`src/rtl/mips_cpu_lsu_pkg.sv`:
```
`default_nettype none
// +--------------------------------------------------------------------+
// | mips_cpu_lsu_pkg : shared types for the MIPS load/store unit        |
// | Revision 1.0                                                       |
// +--------------------------------------------------------------------+
package mips_cpu_lsu_pkg;
  typedef enum logic [1:0] {BYTE = 2'd0, HALF = 2'd1, WORD = 2'd2} lsu_size_t;
  typedef enum logic [1:0] {NORMAL = 2'd0, LWL = 2'd1, LWR = 2'd2} lsu_mode_t;
  // Prefixed so the TIMEOUT member never collides with the top-level TIMEOUT parameter.
  typedef enum logic [1:0] {ERR_OK = 2'd0, ERR_MISALIGN = 2'd1, ERR_TIMEOUT = 2'd2} lsu_err_t;
  typedef enum logic [1:0] {IDLE = 2'd0, BUS = 2'd1, RDWAIT = 2'd2, RESP = 2'd3} lsu_state_t;
endpackage
`default_nettype wire

```
`src/rtl/mips_cpu_lsu_align.sv`:
```
`default_nettype none
// +--------------------------------------------------------------------+
// | mips_cpu_lsu_align : lane steering, byteenables, load extend/merge  |
// | Revision 1.0                                                       |
// +--------------------------------------------------------------------+
module mips_cpu_lsu_align
  import mips_cpu_lsu_pkg::*;
(
  input  logic [1:0]  size,
  input  logic [1:0]  mode,
  input  logic [1:0]  offset,
  input  logic        is_signed,
  input  logic [31:0] wdata,
  input  logic [31:0] rd,
  input  logic [31:0] rt_old,
  output logic [3:0]  byteenable,
  output logic [31:0] writedata,
  output logic [31:0] rdata
);
  logic [5:0]  w_sh_k;
  logic [31:0] w_lane;

  assign w_sh_k = {1'b0, offset, 3'b000};
  assign w_lane = rd >> w_sh_k;

  always_comb begin
    byteenable = 4'b1111;
    writedata  = wdata;
    rdata      = rd;
    if (mode == LWL) begin
      byteenable = 4'b1111 >> (~offset);
      // A shift of 32 (offset 3) clears the keep mask, so all of rt_old is replaced.
      rdata = (rd << {1'b0, ~offset, 3'b000}) | (rt_old & (32'hFFFF_FFFF >> (w_sh_k + 6'd8)));
    end else if (mode == LWR) begin
      byteenable = 4'b1111 << offset;
      rdata = w_lane | (rt_old & ~(32'hFFFF_FFFF >> w_sh_k));
    end else begin
      case (size)
        BYTE: begin
          byteenable = 4'b0001 << offset;
          writedata  = {4{wdata[7:0]}};
          rdata      = {{24{is_signed & w_lane[7]}}, w_lane[7:0]};
        end
        HALF: begin
          byteenable = offset[1] ? 4'b1100 : 4'b0011;
          writedata  = {2{wdata[15:0]}};
          rdata      = {{16{is_signed & w_lane[15]}}, w_lane[15:0]};
        end
        default: ;
      endcase
    end
  end
endmodule
`default_nettype wire

```
`src/rtl/mips_cpu_lsu.sv`:
```
`default_nettype none
// +--------------------------------------------------------------------+
// | mips_cpu_lsu : single-request load/store unit onto Avalon-MM        |
// | Revision 1.0                                                       |
// +--------------------------------------------------------------------+
module mips_cpu_lsu
  import mips_cpu_lsu_pkg::*;
#(
  parameter int ADDR_W       = 32,
  parameter int READ_LATENCY = 0,
  parameter int TIMEOUT      = 0
) (
  input  logic              clk,
  input  logic              reset,
  input  logic              req_valid,
  output logic              req_ready,
  input  logic              req_write,
  input  logic [ADDR_W-1:0] req_addr,
  input  logic [1:0]        req_size,
  input  logic              req_signed,
  input  logic [1:0]        req_mode,
  input  logic [31:0]       req_wdata,
  input  logic [31:0]       req_rt_old,
  output logic              resp_valid,
  output logic [31:0]       resp_rdata,
  output logic [1:0]        resp_err,
  output logic [ADDR_W-1:0] address,
  output logic              read,
  output logic              write,
  input  logic              waitrequest,
  output logic [31:0]       writedata,
  output logic [3:0]        byteenable,
  input  logic [31:0]       readdata
);
  localparam logic [31:0] C_LAT_LOAD = 32'((READ_LATENCY > 0) ? READ_LATENCY - 1 : 0);
  localparam logic [31:0] C_TO_LAST  = 32'((TIMEOUT > 0) ? TIMEOUT - 1 : 0);

  lsu_state_t  r_state;
  logic        r_is_write, r_signed;
  logic [1:0]  r_size, r_mode, r_off;
  logic [31:0] r_rt_old, r_wait_cnt, r_lat_cnt;

  logic        w_idle, w_illegal;
  logic [1:0]  w_size, w_mode, w_off;
  logic [3:0]  w_be;
  logic [31:0] w_wd, w_rdata, w_rt_old;

  assign w_idle    = (r_state == IDLE);
  assign req_ready = w_idle;

  // Store lanes are built from the live request; load results use the captured one.
  assign w_size   = w_idle ? req_size      : r_size;
  assign w_mode   = w_idle ? req_mode      : r_mode;
  assign w_off    = w_idle ? req_addr[1:0] : r_off;
  assign w_rt_old = w_idle ? req_rt_old    : r_rt_old;

  assign w_illegal = (req_size == 2'd3) || (req_mode == 2'd3)
                   || ((req_mode != NORMAL) && (req_write || (req_size != WORD)))
                   || ((req_size == HALF) && req_addr[0])
                   || ((req_size == WORD) && (req_mode == NORMAL) && (req_addr[1:0] != 2'd0));

  mips_cpu_lsu_align u_align (
    .size       (w_size),
    .mode       (w_mode),
    .offset     (w_off),
    .is_signed  (w_idle ? req_signed : r_signed),
    .wdata      (req_wdata),
    .rd         (readdata),
    .rt_old     (w_rt_old),
    .byteenable (w_be),
    .writedata  (w_wd),
    .rdata      (w_rdata)
  );

  always_ff @(posedge clk) begin
    if (reset) begin
      r_state    <= IDLE;
      read       <= 1'b0;
      write      <= 1'b0;
      resp_valid <= 1'b0;
      resp_err   <= ERR_OK;
      resp_rdata <= '0;
      byteenable <= 4'b1111;
      address    <= '0;
      writedata  <= '0;
      r_is_write <= 1'b0;
      r_signed   <= 1'b0;
      r_size     <= '0;
      r_mode     <= '0;
      r_off      <= '0;
      r_rt_old   <= '0;
      r_wait_cnt <= '0;
      r_lat_cnt  <= '0;
    end else begin
      resp_valid <= 1'b0;
      case (r_state)
        IDLE: if (req_valid) begin
          r_is_write <= req_write;
          r_signed   <= req_signed;
          r_size     <= req_size;
          r_mode     <= req_mode;
          r_off      <= req_addr[1:0];
          r_rt_old   <= req_rt_old;
          r_wait_cnt <= '0;
          if (w_illegal) begin
            r_state    <= RESP;
            resp_valid <= 1'b1;
            resp_err   <= ERR_MISALIGN;
            resp_rdata <= '0;
          end else begin
            r_state    <= BUS;
            read       <= ~req_write;
            write      <= req_write;
            address    <= {req_addr[ADDR_W-1:2], 2'b00};
            byteenable <= w_be;
            writedata  <= w_wd;
          end
        end
        BUS: if (!waitrequest) begin
          read  <= 1'b0;
          write <= 1'b0;
          if (r_is_write) begin
            r_state    <= RESP;
            resp_valid <= 1'b1;
            resp_err   <= ERR_OK;
            resp_rdata <= '0;
          end else if (READ_LATENCY == 0) begin
            r_state    <= RESP;
            resp_valid <= 1'b1;
            resp_err   <= ERR_OK;
            resp_rdata <= w_rdata;
          end else begin
            r_state   <= RDWAIT;
            r_lat_cnt <= C_LAT_LOAD;
          end
        end else if ((TIMEOUT != 0) && (r_wait_cnt == C_TO_LAST)) begin
          read       <= 1'b0;
          write      <= 1'b0;
          r_state    <= RESP;
          resp_valid <= 1'b1;
          resp_err   <= ERR_TIMEOUT;
          resp_rdata <= '0;
        end else begin
          r_wait_cnt <= r_wait_cnt + 32'd1;
        end
        RDWAIT: if (r_lat_cnt == '0) begin
          r_state    <= RESP;
          resp_valid <= 1'b1;
          resp_err   <= ERR_OK;
          resp_rdata <= w_rdata;
        end else begin
          r_lat_cnt <= r_lat_cnt - 32'd1;
        end
        RESP:    r_state <= IDLE;
        default: r_state <= IDLE;
      endcase
    end
  end
endmodule
`default_nettype wire
```
`config.mk`:
```
export PLATFORM = sky130hd
export DESIGN_NAME = mips_cpu_lsu
export DESIGN_NICKNAME = d
export VERILOG_FILES = /design/src/rtl/mips_cpu_lsu_pkg.sv /design/src/rtl/mips_cpu_lsu_align.sv /design/src/rtl/mips_cpu_lsu.sv
export SDC_FILE = /design/constraint.sdc
export NUM_CORES = 1
export LEC_CHECK = 0
export CAP_MARGIN = 0
export CORE_ASPECT_RATIO = 1.75
export CORE_MARGIN = 1.5
export CORE_UTILIZATION = 50
export CTS_CLUSTER_SIZE = 16
export DETAILED_ROUTE_END_ITERATION = 6
export PLACE_DENSITY = 0.87
export SLEW_MARGIN = 10
export SYNTH_ARGS = -nofsm -noshare
export SYNTH_HDL_FRONTEND = slang
export SYNTH_HIERARCHICAL = 1
export SYNTH_SLANG_ARGS = --single-unit
```
`constraint.sdc`:
```
create_clock -name clk -period 3.95 [get_ports clk]
set_clock_uncertainty 0.2 [all_clocks]
set_input_delay 0.5925 -clock clk [delete_from_list [all_inputs] [get_ports clk]]
set_output_delay 0.5925 -clock clk [all_outputs]
set_load 0.02 [all_outputs]
```
==> metrics.md <==
| Metric | Value |
|---|---|
| Worst skew pair latency | between 0.4 and 0.5 ns |
| Residual overflow from global routing | 0 |
| Half-perimeter wire length after detailed placement | roughly 23,000 um |
| Core area | 0.0198 sq mm |
| Wire length reported by the detailed router | between 30,000 and 40,000 um |
| Post-route clock period utilization | 86.2% |
| Count of flip-flops with a built-in enable after synthesis | 0 |
| Number of antenna violations at the first check in global routing | 0 |
| Clock sinks | roughly 180 |
| Post-CTS Resized | 0 |
| Die Width | approximately 110 um |
| TritonCTS clock tree | done |
| Type of the worst setup path | flip-flop to flip-flop |
| ANT nets after route | 0 |
| Share of Yosys cell area claimed by the top area cell type | 34.6% |
| Result of the run | completed |
| Share of final-layout standard cells stronger than drive strength 1 | between 10% and 20% |
| Via count | about 9,800 |
| Number of vias per cell after detailed routing | between 5 and 6 |
| Die height | 192 um |
| Unrepaired setup endpoints after global routing | no |
| First-pass GRT wire length | 50,200 um |
| Global router's overall resource usage | between 20% and 30% |
| Main flop type after synthesis | sky130_fd_sc_hd__dfxtp_1 |
| Synthesized-area fraction occupied by xor and xnor cells | less than 1% |
| Vias in the first global route | 9,791 |
| Leakage power | 5.28 nW |
| Iteration-0 DRC Markers | 822 |
| Post-synth ARST share | 0% |
| Synth top area cells | sky130_fd_sc_hd__dfxtp_1, sky130_fd_sc_hd__mux2i_1, sky130_fd_sc_hd__mux2_2, sky130_fd_sc_hd__a21oi_1, sky130_fd_sc_hd__nand2_1 |
| Pin count of the biggest net entering global routing | 86 |
| Most instantiated cells after synthesis | sky130_fd_sc_hd__dfxtp_1, sky130_fd_sc_hd__mux2i_1, sky130_fd_sc_hd__nand2_1 |
| Number of hold-repair buffers added at the cts stage | 0 |
| Num CTS Buffers | 17 |
| Core occupancy in the finished layout | between 60% and 70% |
| Post-synthesis compound-gate area fraction | approximately 16% |
| Number of failing setup endpoints in the final timing report | 0 |
| Max IR drop VDD | 1.01 mV |
| Total inserted antenna cells | 0 |
| Main combinational cell family by area after synthesis | multiplexers |
| Buffers from clock root to sink, at most | 2 |
| Unique masters post-synth | 65 |
| Count of nets after finishing | 1,530 |
| I/O Buffers | 240 |
| Count of TritonRoute iterations in the first routing pass | 5 |
| Achievable Freq | about 290 MHz |
| Post-synthesis share of cell area spent on full adders, half adders and majority gates | less than 1% |
| Number of DRC violations after detailed routing | 0 |
| Initial Util | between 50% and 60% |
| Data required time at the worst endpoint | ~4.0 ns |
| Power per unit of standard cell area | approximately 720 mW/mm^2 |
| Area delta synth->final | 29.7% |
| Synth warn | 6 |
| H-tree levels | 4 |
| Critical Path Start Type | flip-flop |
| Share of synthesized area spent on multiplexers | between 20 and 25% |
| Slew at the pin closest to its max-slew limit | between 1 and 1.5 ns |
| Library cell used as clock root buffer | sky130_fd_sc_hd__clkbuf_16 |
| Hold violation total from the final report | 0 |
| Shortest period the worst path allows | 3.40 ns |
| Sequential element share of the synthesized area | approximately 35% |
| PnR Total Power | 0.00951 W |
| Worst hold path class | flip-flop to flip-flop |
| Final total negative setup slack | 0 ns |
| Most common cell in the synthesized netlist | sky130_fd_sc_hd__dfxtp_1 |
| Count of mapped cells out of synthesis | between 1,000 and 1,500 |
| Post-synth top area cell | sky130_fd_sc_hd__dfxtp_1 |
| Per-instance average area after synthesis | approximately 8.5 sq um |
| Seq cells post-synth | ~180 |
| Reg clk slew, reported paths | ~0.07 ns |
| Worst slew margin relative to its limit | 22.3% |
| Endpoint kind of the worst setup timing path | flip-flop |
| Data arrival time of the worst path | ~3.5 ns |
| Cell Rows | 68 |
| Netlist Area Pre-Place | between 0.01 and 0.015 sq mm |
| Average detailed-routed wire length per instance | 19.5 um |
| Smallest hold slack | 0.252 ns |
| Top-level port count | ~240 |
| Maximum fanout encountered on the critical timing path | 16 |
| Pins over their slew limit | 0 |
| Die Outline Area | ~0.021 sq mm |
| Number of setup buffers added after CTS | 0 |
| Final weighted congestion in routability-driven placement | about 0.97 |
| Fraction of the mapped netlist area in simple logic gates | roughly a fifth |
| Max-cap violations | 0 |
[cell type report]
class | instances | area (sq um)
fillers | 1532 | 6630
multi-input cells | 905 | 6070
flip-flops and latches | 176 | 3520
repair buffers | 266 | 2650
clock buffers | 17 | 425
well taps | 245 | 307
clock inverters | 15 | 148
inverters | 19 | 71.3
[state kept, by name (all words and copies together) (netlist names), 4 cells and up]
name,count
address,30
byteenable,4
r_rt_old,32
r_lat_cnt,32
writedata,32
resp_rdata,32
[cell usage in the layout (no fill, tap or decap), drive strengths merged, types with 9 or more instances in the layout]
| cell type | n |
|---|---|
| nand3 | 16 |
| buf | 27 |
| a221oi | 9 |
| o31ai | 11 |
| mux2i | 148 |
| nor2 | 113 |
| mux2 | 60 |
| clkdlybuf4s50 | 239 |
| nand2 | 147 |
| or2 | 10 |
| nor4 | 10 |
| a211o | 13 |
| nand3b | 9 |
| a21oi | 113 |
| clkbuf | 17 |
| o21ai | 51 |
| a211oi | 10 |
| and2 | 12 |
| inv | 24 |
| or4 | 11 |
| nor2b | 10 |
| or3 | 16 |
| dfxtp | 176 |
| nor3 | 10 |
| nand2b | 42 |
[worst max-delay path: stages, from the launching register on]
cell and delay (ns):
sky130_fd_sc_hd__dfxtp_1 0.34, sky130_fd_sc_hd__inv_1 0.14, sky130_fd_sc_hd__ha_2 0.43, sky130_fd_sc_hd__mux2_2 0.47, sky130_fd_sc_hd__mux4_2 0.50, sky130_fd_sc_hd__and2_4 0.19, sky130_fd_sc_hd__o311ai_4 0.56, sky130_fd_sc_hd__o21ai_0 0.21
sky130_fd_sc_hd__nand2_1 0.10, sky130_fd_sc_hd__mux2i_1 0.07
[stage by stage]
step	std cells	worst slack (ns)	instance area (sq um)
floorplan	1205	0.436	10200
global placement	1611	0.505	12600
detailed placement	1611	0.431	12600
CTS	1643	0.600	13200
global route	1643	0.353	13200
finish	1643	0.546	13200
[cell families after synthesis]
logic type | Yosys count
AO/OA/AOI/OAI | 255
XOR/XNOR | 4
adder cells (fa/ha/maj) | 7
buffers and inverters | 124
flip-flops | 176
multiplexers | 211
other | 1
AND/OR/NAND/NOR | 425
[where the power goes]
group / internal, W / switching, W
combinational: 0.00229 / 0.00323
sequential: 0.00210 / 0.000232
clock: 0.000837 / 0.000825
total: 0.00522 / 0.00429
[metal layers]
layer  GRT usage [%]  up-vias  share of wire [%]
li1                -     4623                  -
met1            30.3     4681                 37
met2            54.6      398                 52
met3            6.09       94                5.9
met4            18.2        0                5.2
met5               0        -                  0
[path summary, 6_finish.rpt]
path | cells after the start | start | slack [ns] | to
max | 9 | r_state[1]$_SDFFE_PP0P_ | 0.55 | resp_rdata[26]$_SDFFE_PP0P_
min | 2 | r_rt_old[20]$_SDFFE_PP0P_ | 0.25 | r_rt_old[20]$_SDFFE_PP0P_
max reg2reg | 9 | r_state[1]$_SDFFE_PP0P_ | 0.55 | resp_rdata[26]$_SDFFE_PP0P_
min reg2reg | 2 | r_rt_old[20]$_SDFFE_PP0P_ | 0.25 | r_rt_old[20]$_SDFFE_PP0P_
Power figures use the tool's default switching activity.
